File: src/rtl/fp_normalizer.sv
// Post-add normalization stage for the half-precision adder: it takes the raw mantissa sum and returns a normalized mantissa and an adjusted exponent.
// Optional feature: define NORM_STICKY_EN so that sticky_out reports the LSB dropped on the carry path.
module fp_normalizer #(
   parameter int MANT_W = 11,
   parameter int EXP_W  = 5
) (
   input  logic              clk,
   input  logic              reset,
   input  logic              in_valid,
   output logic              in_ready,
   input  logic [MANT_W:0]   sum_mant,
   input  logic [EXP_W-1:0]  exp_in,
   input  logic              sign_in,
   output logic              out_valid,
   input  logic              out_ready,
   output logic [MANT_W-1:0] mant_out,
   output logic [EXP_W-1:0]  exp_out,
   output logic              sign_out,
   output logic              zero_out,
   output logic              ovf_out,
   output logic              unf_out,
   output logic              sticky_out
);

   localparam int LZ_W = $clog2(MANT_W);
   localparam logic [EXP_W:0] EXP_MAX = {1'b0, {EXP_W{1'b1}}};

   typedef enum logic [1:0] {IDLE, CHECK, LSHIFT, DONE} state_t;

   state_t            state;
   logic [MANT_W:0]   sum_q;
   logic [EXP_W-1:0]  exp_q;
   logic              sign_q;
   logic [LZ_W-1:0]   lz_q;

   logic [EXP_W:0]    exp_inc;
   logic [LZ_W-1:0]   lz_next;
   logic [MANT_W-1:0] sh0, sh1, sh2, sh3;

   // The count is taken from the highest set bit, so the last match in an upward scan wins.
   function automatic logic [LZ_W-1:0] lead_zeros(input logic [MANT_W-1:0] v);
      lead_zeros = '0;
      for (int i = 0; i < MANT_W; i++)
         if (v[i]) lead_zeros = LZ_W'(MANT_W - 1 - i);
   endfunction

   // NOTE: every always_comb output is assigned unconditionally, so no latches are inferred; blocking '=' is used here and '<=' only in clocked logic.
   always_comb begin
      exp_inc = {1'b0, exp_q} + (EXP_W+1)'(1);
      lz_next = lead_zeros(sum_q[MANT_W-1:0]);
      sh0     = lz_q[0] ? (sum_q[MANT_W-1:0] << 1) : sum_q[MANT_W-1:0];
      sh1     = lz_q[1] ? (sh0 << 2) : sh0;
      sh2     = lz_q[2] ? (sh1 << 4) : sh1;
      sh3     = lz_q[3] ? (sh2 << 8) : sh2;
   end

   always_ff @(posedge clk) begin
      if (reset) begin
         state     <= IDLE;
         in_ready  <= 1'b1;
         out_valid <= 1'b0;
         mant_out  <= '0;
         exp_out   <= '0;
         sign_out  <= 1'b0;
         zero_out  <= 1'b0;
         ovf_out   <= 1'b0;
         unf_out   <= 1'b0;
         sum_q     <= '0;
         exp_q     <= '0;
         sign_q    <= 1'b0;
         lz_q      <= '0;
      end else begin
         case (state)
            IDLE: begin
               if (in_valid) begin
                  sum_q    <= sum_mant;
                  exp_q    <= exp_in;
                  sign_q   <= sign_in;
                  in_ready <= 1'b0;
                  state    <= CHECK;
               end
            end
            CHECK: begin
               sign_out <= sign_q;
               zero_out <= 1'b0;
               ovf_out  <= 1'b0;
               unf_out  <= 1'b0;
               if (sum_q == '0) begin
                  mant_out  <= '0;
                  exp_out   <= '0;
                  zero_out  <= 1'b1;
                  out_valid <= 1'b1;
                  state     <= DONE;
               end else if (sum_q[MANT_W]) begin
                  if (exp_inc >= EXP_MAX) begin
                     mant_out <= '0;
                     exp_out  <= EXP_MAX[EXP_W-1:0];
                     ovf_out  <= 1'b1;
                  end else begin
                     mant_out <= sum_q[MANT_W:1];
                     exp_out  <= exp_inc[EXP_W-1:0];
                  end
                  out_valid <= 1'b1;
                  state     <= DONE;
               end else if (sum_q[MANT_W-1]) begin
                  // An all-ones exponent on input is already infinity.
                  if ({1'b0, exp_q} >= EXP_MAX) begin
                     mant_out <= '0;
                     exp_out  <= EXP_MAX[EXP_W-1:0];
                     ovf_out  <= 1'b1;
                  end else begin
                     mant_out <= sum_q[MANT_W-1:0];
                     exp_out  <= exp_q;
                  end
                  out_valid <= 1'b1;
                  state     <= DONE;
               end else begin
                  lz_q  <= lz_next;
                  state <= LSHIFT;
               end
            end
            LSHIFT: begin
               if (exp_q <= EXP_W'(lz_q)) begin
                  mant_out <= '0;
                  exp_out  <= '0;
                  unf_out  <= 1'b1;
               end else begin
                  mant_out <= sh3;
                  exp_out  <= exp_q - EXP_W'(lz_q);
               end
               out_valid <= 1'b1;
               state     <= DONE;
            end
            DONE: begin
               if (out_ready) begin
                  out_valid <= 1'b0;
                  in_ready  <= 1'b1;
                  state     <= IDLE;
               end
            end
            default: state <= IDLE;
         endcase
      end
   end

`ifdef NORM_STICKY_EN
   // The value is set while the state is CHECK. It is nonzero only on the carry path, and LSHIFT leaves it unchanged.
   always_ff @(posedge clk) begin
      if (reset)
         sticky_out <= 1'b0;
      else if (state == CHECK)
         sticky_out <= sum_q[MANT_W] & sum_q[0];
   end
`else
   assign sticky_out = 1'b0;
`endif

endmodule

File: config.mk
export PLATFORM = sky130hd
export DESIGN_NAME = fp_normalizer
export DESIGN_NICKNAME = d
export VERILOG_FILES = /design/src/rtl/fp_normalizer.sv
export SDC_FILE = /design/constraint.sdc
export NUM_CORES = 1
export LEC_CHECK = 0
export CORE_MARGIN = 4
export CORE_UTILIZATION = 25
export DETAILED_ROUTE_END_ITERATION = 7
export GPL_TIMING_DRIVEN = 0
export SLEW_MARGIN = 30
export SYNTH_ARGS = -nofsm -noshare
export SYNTH_HDL_FRONTEND = slang
export SYNTH_SLANG_ARGS = --single-unit
File: constraint.sdc
create_clock -name clk -period 4.5 [get_ports clk]
set_input_delay 0.9 -clock clk [delete_from_list [all_inputs] [get_ports clk]]
set_output_delay 0.9 -clock clk [all_outputs]
set_load 0.01 [all_outputs]
==> results_dict.tcl, run 1 <==
set metrics [dict create \
    kind_of_capture_point_of_the_worst_setup_path "register" \
    n_fill_cell 1241 \
    postSynth.topFlopCell "sky130_fd_sc_hd__dfxtp_1" \
    crit_path_start_kind "register" \
    yosys-top-cells-area "sky130_fd_sc_hd__dfxtp_1 31%, sky130_fd_sc_hd__nand2_1 7.6%, sky130_fd_sc_hd__a21oi_1 6.2%" \
    power_density_mw_per_mm2 588 \
    synthTopCellsByCount "61 x sky130_fd_sc_hd__nand2_1, 46 x sky130_fd_sc_hd__dfxtp_1, 37 x sky130_fd_sc_hd__a21oi_1" \
    synth-async-reset-ratio_pct 0 \
    synth_area_mm2 0.00301 \
    floorplan.initialDensity_pct 25.9 \
    synth.distinct_cells 57 \
    layout-drive-gt1-share_pct 10.1 \
    syn_area_per_cell_um2 8.01 \
    clk_transition_reported_paths_ns 0.07 \
    synth.largest_area_cell "sky130_fd_sc_hd__dfxtp_1" \
    report.final.slew_viol_count 0 \
    synthesis.yosys.warnings 0 \
    die_y_um 118 \
    synth_most_common_cell "sky130_fd_sc_hd__nand2_1" \
    groute.layer.met1.usage_pct 19.2 \
    synth-edff-count 0 \
    run_status "complete, no violations" \
    drt-total-wl_um 9290 \
    numPortBuffers 42 \
    floorplan.io_pins 45 \
    cts_tree "yes" \
    place.gp.congestion 0.880 \
    drt-vias-per-instance 5.14 \
    worst_ir_drop_vdd_v 0.000244 \
    wl_per_cell_um 16.3 \
    final-setup-viol-count 0 \
    global_route_wire_length_before_repair_um 15200 \
    syn2layout_area_growth_pct 24.8 \
    htree_num_levels 2 \
    share_of_the_yosys_chip_area_belonging_to_registers_pct 30.6 \
    min_path_type "reg -> reg" \
    cts_inserted_buffers 5 \
    rsz_0062_raised_after_global_routing "no" \
    vias 2922 \
    finalInstanceArea_mm2 0.00376 \
    cts-hold-fix-buffers 0 \
    gr-usage-met2_pct 20.4 \
    synth_top_area_share_pct 30.6 \
    criticalPathCategory "reg -> reg" \
    insertion_delay_ns 0.29 \
    cts_root_buf "sky130_fd_sc_hd__clkbuf_16" \
    cp.arrival_ns 2.95 \
    postCtsSetupBuffers 0 \
    mapped_cells 376 \
    tightest_slew_ns 0.882 \
    core-area_mm2 0.0116 \
    initialDrtViolationCount 144 \
    global_route.peak_usage_layer "met2" \
    number_of_global_route_vias_before_repair 2856 \
    timing.setup.tns_ns 0 \
    maxClockFrequency_mhz 364 \
    route.antenna.remaining_nets 0 \
    drc 0 \
    clock_tree.buffer_depth 2 \
    power_leakage_nw 1.30 \
    finalWorstPathRequiredPeriod_ns 2.75 \
    post_dp_hpwl_um 7250 \
    grt.total_usage_pct 13.3 \
    die_width_um 118 \
    synthesis.nets 410 \
    clock_tree_skew_after_final_layout_ns 0.00256 \
    total_nets_final 459 \
    worstPathMaxFanout 10 \
    maximum_number_of_pins_on_one_net_before_global_route_repair 16 \
    timing.slew.headroom_pct 40.9 \
    critical_path_required_ns 4.70 \
    timing.final.crit_share_pct 61.1 \
    hold_viol 0 \
    initial_antenna_violation_count 0 \
    drt_first_pass_iters 4 \
    die-area_mm2 0.0139 \
    cts.sink_count 46 \
    ys_ff_latch 46 \
    met3_demand_to_capacity_share_in_global_routing_pct 2.84 \
    rows 39 \
    postCtsResizedCells 0 \
    placement.cell_area_mm2 0.00361 \
    maxCapViolCount 0 \
    number_of_inserted_diodes 0 \
    gr_ovfl_total 0 \
]
==> cell usage in the layout (no fill, tap or decap), types with 11 or more instances in the layout <==
cell                              Yosys  layout
sky130_fd_sc_hd__nand2_1             61      61
sky130_fd_sc_hd__dfxtp_1             46      46
sky130_fd_sc_hd__clkdlybuf4s50_1      0      42
sky130_fd_sc_hd__a21oi_1             37      37
sky130_fd_sc_hd__nor2_1              25      25
sky130_fd_sc_hd__inv_1               18      18
sky130_fd_sc_hd__a211oi_1            14      14
sky130_fd_sc_hd__o21ai_0             13      13
sky130_fd_sc_hd__nand3_1             13      13
sky130_fd_sc_hd__mux2i_1             13      13
sky130_fd_sc_hd__ha_1                11      11
==> cells by family after synthesis <==
group,share of synthesized area (%)
other,0.125
adder cells (fa/ha/maj),5.24
buffers and inverters,6.86
AND/OR/NAND/NOR,22.3
flip-flops,30.6
multiplexers,8.81
AO/OA/AOI/OAI,25.5
XOR/XNOR,0.582
==> final timing paths <==
kind                        startpoint                       end  slack [ns]  cells past startpoint
setup / recovery  lz_q[1]$_SDFFE_PP0P_  mant_out[4]$_SDFFE_PP0P_        1.75                      9
hold / removal     sign_q$_SDFFE_PP0P_       sign_q$_SDFFE_PP0P_        0.46                      2
setup reg to reg  lz_q[1]$_SDFFE_PP0P_  mant_out[4]$_SDFFE_PP0P_        1.75                      9
hold reg to reg    sign_q$_SDFFE_PP0P_       sign_q$_SDFFE_PP0P_        0.46                      2
==> routing by layer <==
metal  part of all wire (%)  wire (um)  vias up
met4                    1.1         98        0
met2                     44       4060       96
met3                    6.1        567       10
li1                       -          -     1461
met1                     49       4560     1355
met5                      0          0        -
==> final cells by class <==
class	instances	area, um2	share of cell area, %
Tap cell	143	179	4.76
Multi-Input combinational cell	290	1880	50.1
Clock buffer	5	125	3.33
Buffer	22	139	3.70
Sequential cell	46	921	24.5
Clock inverter	3	21.3	0.566
Timing Repair Buffer	42	420	11.2
Inverter	18	67.6	1.80
==> metrics by stage <==
step	std cells	worst slack, ns	total power, mW	hold WS (ns)	util (%)
after floorplan	376	2.26	1.45	0.436	-
after global placement	561	1.75	1.82	0.444	31.1
after detailed placement	561	1.75	1.84	0.453	31.1
after CTS	569	1.73	2.22	0.463	32.3
after global routing	569	1.50	2.38	0.494	32.3
final	569	1.75	2.21	0.462	32.3
==> worst max-delay path: stages, from the launching register on <==
cell and delay, ns:
sky130_fd_sc_hd__dfxtp_1 0.33, sky130_fd_sc_hd__buf_6 0.13, sky130_fd_sc_hd__buf_6 0.16, sky130_fd_sc_hd__inv_1 0.13, sky130_fd_sc_hd__ha_1 0.31, sky130_fd_sc_hd__nor2b_1 0.19
sky130_fd_sc_hd__o31ai_2 0.12, sky130_fd_sc_hd__a211oi_1 0.73, sky130_fd_sc_hd__o21ai_0 0.27, sky130_fd_sc_hd__a311oi_1 0.30
==> where the power goes <==
group	leakage (nW)	switching (mW)	internal [mW]
Sequential	0.377	0.107	0.507
Clock	0.0698	0.167	0.206
Combinational	0.855	0.709	0.512
Total	1.30	0.984	1.22
==> sequential cells by signal, indices dropped and copies added, names as in the netlist <==
signal,count
mant_out,11
sign_q,1
ovf_out,1
exp_q,5
zero_out,1
lz_q,4
out_valid,1
unf_out,1
in_ready,1
exp_out,5
state,2
sum_q,12
sign_out,1
Note: power is estimated with default switching activity, not from simulation.
==> inputs of run 2 (changes only) <==
Clock period 4.5 ns to 2.4 ns, I/O delays scaled along.
==> results_dict.tcl, run 2 (synthesis gave the netlist of run 1 again) <==
set metrics [dict create \
    route.antenna.remaining_nets 0 \
    total_nets_final 460 \
    max_ffs_per_register 12 \
    report.final.slew_viol_count 0 \
    timing.hold.worst_path_depth 2 \
    maxClockFrequency_mhz 446 \
    drt_first_pass_iters 4 \
    setup.reg_to_reg.worst_slack_ns 0.16 \
    min_path_type "reg -> reg" \
    worst_slack_ns 0.155 \
    layout.cells.most_common "sky130_fd_sc_hd__nand2_1" \
    worst_r2r_startpoint "exp_q[1]$_SDFFE_PP0P_" \
    number_of_inserted_diodes 0 \
    finalWorstPathRequiredPeriod_ns 2.24 \
    core-area_mm2 0.0116 \
    die_width_um 118 \
    initial_antenna_violation_count 0 \
    post_dp_hpwl_um 7250 \
    floorplan.initialDensity_pct 25.9 \
    floorplan.io_pins 45 \
    layout-drive-gt1-share_pct 12.6 \
    criticalPathCategory "reg -> reg" \
    worst_path_dominant_cell_family "simple AND/OR/NAND/NOR gates" \
    crit-reg2reg-capture "mant_out[9]$_SDFFE_PP0P_" \
    whs_ns 0.462 \
    gr_ovfl_total 0 \
    initialDrtViolationCount 168 \
    die_y_um 118 \
    critical_path_required_ns 2.60 \
    final-setup-viol-count 0 \
    clock_tree_skew_after_final_layout_ns 0.00458 \
    critPathMaxStageDelay_ns 0.40 \
    global_route_wire_length_before_repair_um 15200 \
    crit_path_start_kind "register" \
    placedCellCount 561 \
    rows 39 \
    insertion_delay_ns 0.29 \
    crit_buf_inv 0 \
    regMostFlops "sum_q" \
    die-area_mm2 0.0139 \
    hold-path-endpoint "sign_q$_SDFFE_PP0P_" \
    cts_inserted_buffers 5 \
    grt.total_usage_pct 13.3 \
    timing.setup.tns_ns 0 \
    timing.slew.headroom_pct 54.2 \
    drc 0 \
    critical_path.cell_chain "ha_2 > and3_1 > ha_1 > or2_2 > a21oi_2 > and3_1 > a31oi_1 > a311oi_1" \
    cp.arrival_ns 2.45 \
    critPathSlowestCell "sky130_fd_sc_hd__dfxtp_2" \
    cts.sink_count 46 \
    power_density_mw_per_mm2 1110 \
    rr_worst_depth 8 \
    rsz_0062_raised_after_global_routing "no" \
    setup_slack_placement_ns -0.353 \
    power_leakage_nw 1.32 \
    maximum_number_of_pins_on_one_net_before_global_route_repair 16 \
    clk_transition_reported_paths_ns 0.07 \
    tightest_slew_ns 0.682 \
    drt-total-wl_um 9370 \
    drt-vias-per-instance 5.15 \
    wl_per_cell_um 16.4 \
    syn2layout_area_growth_pct 26.7 \
    place.gp.congestion 0.880 \
    vias 2936 \
    final_cell_mix "61 x sky130_fd_sc_hd__nand2_1, 43 x sky130_fd_sc_hd__dfxtp_1, 42 x sky130_fd_sc_hd__clkdlybuf4s50_1" \
    htree_num_levels 2 \
    run_status "complete, no violations" \
    clock_tree.buffer_depth 2 \
    worstPathMaxFanout 11 \
    number_of_global_route_vias_before_repair 2849 \
    critPathMostFrequentCell "sky130_fd_sc_hd__and3_1" \
    worst_setup_path_startpoint "exp_q[1]$_SDFFE_PP0P_" \
    hold_viol 0 \
    cts_tree "yes" \
    kind_of_capture_point_of_the_worst_setup_path "register" \
    layout.cells.non_filler 570 \
    timing.final.crit_share_pct 93.5 \
    numPortBuffers 42 \
    layout_top_registers "sum_q (12), mant_out (11)" \
    worst_hold_startpoint "sign_q$_SDFFE_PP0P_" \
    worst_ir_drop_vdd_v 0.000461 \
    maxCapViolCount 0 \
    cts_root_buf "sky130_fd_sc_hd__clkbuf_16" \
]
[run 2: cell count changes in the layout (fill, tap and decap cells not counted), sizes merged]
| cell | change |
|---|---|
| buf | +2 |
| clkbuf | -1 |
[run 2: area by class of cell]
cell class / count / area, um2
Buffer: 21 / 135
Clock buffer: 5 / 125
Clock inverter: 3 / 21.3
Fill cell: 1235 / 7800
Inverter: 18 / 67.6
Multi-Input combinational cell: 290 / 1930
Sequential cell: 46 / 925
Tap cell: 143 / 179
Timing Repair Buffer: 44 / 435
[run 2: through the flow]
stage,cell area [um2],power [mW],utilization (%)
final,3810,4.23,32.8
after CTS,3780,4.19,32.6
after floorplan,3010,2.72,-
after global placement,3610,3.42,31.1
after detailed placement,3610,3.45,31.1
after global routing,3810,4.54,32.8
[run 2: power breakdown]
group	leakage [nW]	total, mW	switching (mW)	internal (mW)
Sequential	0.378	1.16	0.204	0.952
Clock	0.0698	0.710	0.323	0.387
Combinational	0.873	2.37	1.37	0.996
Total	1.32	4.23	1.90	2.33
[run 2: what timing repair did]
item                       4_1_cts  5_1_grt
buffers inserted                 1        1
pin swaps                        0        1
hold buffers                     0        0
setup endpoints to repair        9        9
resized for setup                5        8
hold endpoints to repair         0        0
[run 2: worst max-delay path by stage]
stage	end	slack [ns]	depth (start not counted)
after detailed placement	mant_out[4]$_SDFFE_PP0P_	-0.35	9
after global routing	mant_out[4]$_SDFFE_PP0P_	0.02	9
after floorplan	mant_out[4]$_SDFFE_PP0P_	0.16	9
after global placement	mant_out[4]$_SDFFE_PP0P_	-0.35	9
after CTS	mant_out[4]$_SDFFE_PP0P_	0.04	7
final	mant_out[9]$_SDFFE_PP0P_	0.16	8
[run 2: routing by layer]
layer | routed length, um | vias to the layer above | part of all wire [%] | GRT usage (%)
met2 | 4070 | 96 | 43 | 20.4
met5 | 0 | - | 0 | 0
li1 | - | 1461 | - | -
met1 | 4680 | 1363 | 50 | 19.3
met3 | 498 | 16 | 5.3 | 2.69
met4 | 112 | 0 | 1.2 | 2.56
[run 2: worst reg2reg max path, stage by stage, from the launching register on]
cell,delay [ns]
sky130_fd_sc_hd__dfxtp_2,0.40
sky130_fd_sc_hd__ha_2,0.23
sky130_fd_sc_hd__and3_1,0.18
sky130_fd_sc_hd__ha_1,0.22
sky130_fd_sc_hd__or2_2,0.39
sky130_fd_sc_hd__a21oi_2,0.22
sky130_fd_sc_hd__and3_1,0.18
sky130_fd_sc_hd__a31oi_1,0.07
sky130_fd_sc_hd__a311oi_1,0.28
==> inputs of run 3 (changes only) <==
--- a/config.mk
+++ b/config.mk
@@ -10,4 +10,5 @@
 export DETAILED_ROUTE_END_ITERATION = 7
 export GPL_TIMING_DRIVEN = 0
+export SKIP_CTS_REPAIR_TIMING = 1
 export SLEW_MARGIN = 30
 export SYNTH_ARGS = -nofsm -noshare
==> constraint.sdc (replaced) <==
create_clock -name clk -period 2.4 [get_ports clk]
set_input_delay 0.6 -clock clk [delete_from_list [all_inputs] [get_ports clk]]
set_output_delay 0.6 -clock clk [all_outputs]
set_load 0.01 [all_outputs]
==> results_dict.tcl, run 3 (synthesis gave the netlist of run 1 again) <==
set metrics [dict create \
    run_status "complete, no violations" \
    die-area_mm2 0.0139 \
    floorplan.initialDensity_pct 25.9 \
    drt-total-wl_um 9390 \
    numPortBuffers 42 \
    max_ffs_per_register 12 \
    number_of_inserted_diodes 0 \
    cts_tree "yes" \
    kind_of_capture_point_of_the_worst_setup_path "register" \
    final_cell_mix "61 x sky130_fd_sc_hd__nand2_1, 43 x sky130_fd_sc_hd__dfxtp_1, 42 x sky130_fd_sc_hd__clkdlybuf4s50_1" \
    layout.cells.most_common "sky130_fd_sc_hd__nand2_1" \
    timing.setup.tns_ns 0 \
    n_fill_cell 1237 \
    cts_inserted_buffers 5 \
    criticalPathCategory "reg -> reg" \
    htree_num_levels 2 \
    area_of_the_multi_input_gates_mm2 0.00192 \
    drt-vias-per-instance 5.15 \
    finalWorstPathRequiredPeriod_ns 2.27 \
    drt_first_pass_iters 5 \
    timing.final.crit_share_pct 94.8 \
    layout-drive-gt1-share_pct 13.6 \
    finalInstanceArea_mm2 0.00382 \
    placement.cell_area_mm2 0.00361 \
    regMostFlops "sum_q" \
    min_path_type "reg -> reg" \
    drc 0 \
    die_width_um 118 \
    total_nets_final 461 \
    floorplan.io_pins 45 \
    number_of_global_route_vias_before_repair 2856 \
    cp.arrival_ns 2.44 \
    tightest_slew_ns 0.695 \
    vias 2942 \
    power_leakage_nw 1.31 \
    crit_path_start_kind "register" \
    report.final.slew_viol_count 0 \
    route.antenna.remaining_nets 0 \
    final-setup-viol-count 0 \
    worst_ir_drop_vdd_v 0.000462 \
    clock_tree_skew_after_final_layout_ns 0.00378 \
    critical_path_required_ns 2.57 \
    maximum_number_of_pins_on_one_net_before_global_route_repair 16 \
    rsz_0062_raised_after_global_routing "no" \
    initial_antenna_violation_count 0 \
    syn2layout_area_growth_pct 26.8 \
    initialDrtViolationCount 141 \
    global_route_wire_length_before_repair_um 15200 \
    die_y_um 118 \
    worst_slack_ns 0.126 \
    layout_top_registers "sum_q (12), mant_out (11)" \
    gr_ovfl_total 0 \
    worstPathMaxFanout 14 \
    clock_tree.buffer_depth 2 \
    maxClockFrequency_mhz 440 \
    cts_root_buf "sky130_fd_sc_hd__clkbuf_16" \
    place.gp.congestion 0.880 \
    grt.total_usage_pct 13.3 \
    clk_transition_reported_paths_ns 0.07 \
    maxCapViolCount 0 \
    setup_slack_placement_ns -0.353 \
    insertion_delay_ns 0.29 \
    hold_viol 0 \
    timing.slew.headroom_pct 53.3 \
    power_density_mw_per_mm2 1110 \
    total_power_mw 4.22 \
    wl_per_cell_um 16.5 \
    cts.sink_count 46 \
    core-area_mm2 0.0116 \
    final_core_util_pct 32.9 \
    layout.area.seq_um2 925 \
    post_dp_hpwl_um 7250 \
    rows 39 \
]
run 3: cell types whose count changed in the layout (fill, tap and decap cells not counted), sizes merged:
| cell | before | now |
|---|---|---|
| clkinvlp | 1 | 2 |
| buf | 16 | 17 |
| inv | 18 | 17 |
run 3: power by group:
group	internal [mW]	switching, mW	total, mW
logic	0.989	1.37	2.36
registers	0.952	0.205	1.16
clock network	0.387	0.320	0.706
total	2.33	1.89	4.22
run 3: routing by layer:
| layer | track usage, % | vias to the layer above | share of wire, % |
|---|---|---|---|
| met5 | 0 | - | 0 |
| met2 | 20.4 | 105 | 44 |
| met3 | 2.84 | 8 | 6.4 |
| met1 | 19.2 | 1371 | 49 |
| met4 | 2.64 | 0 | 0.93 |
| li1 | - | 1458 | - |
run 3: critical path, stage by stage (launching register included):
cell	delay, ns
sky130_fd_sc_hd__dfxtp_1	0.33
sky130_fd_sc_hd__buf_6	0.19
sky130_fd_sc_hd__clkinvlp_4	0.17
sky130_fd_sc_hd__ha_1	0.32
sky130_fd_sc_hd__nor2b_2	0.17
sky130_fd_sc_hd__o31ai_2	0.43
sky130_fd_sc_hd__a21oi_2	0.22
sky130_fd_sc_hd__a21oi_1	0.24
sky130_fd_sc_hd__a211oi_2	0.09
run 3: stage by stage:
stage	hold slack [ns]	instances
global placement	0.444	561
CTS	0.463	569
floorplan	0.436	376
global route	0.494	571
finish	0.463	571
detailed placement	0.453	561
run 3: path summary, 6_finish.rpt:
| kind | endpoint | slack (ns) | start | depth (start not counted) |
|---|---|---|---|---|
| max | exp_out[2]$_SDFFE_PP0P_ | 0.13 | lz_q[1]$_SDFFE_PP0P_ | 8 |
| min reg2reg | sign_q$_SDFFE_PP0P_ | 0.46 | sign_q$_SDFFE_PP0P_ | 2 |
| max reg2reg | exp_out[2]$_SDFFE_PP0P_ | 0.13 | lz_q[1]$_SDFFE_PP0P_ | 8 |
| min | sign_q$_SDFFE_PP0P_ | 0.46 | sign_q$_SDFFE_PP0P_ | 2 |
run 3: cell type report:
cell class              count  share of cell area (%)
plain buffers              20                    3.25
clock inverters             3                   0.557
clock buffers               5                    3.28
flip-flops and latches     46                    24.2
well taps                 143                    4.69
multi-input cells         290                    50.3
inverters                  18                    1.87
repair buffers             46                    11.8
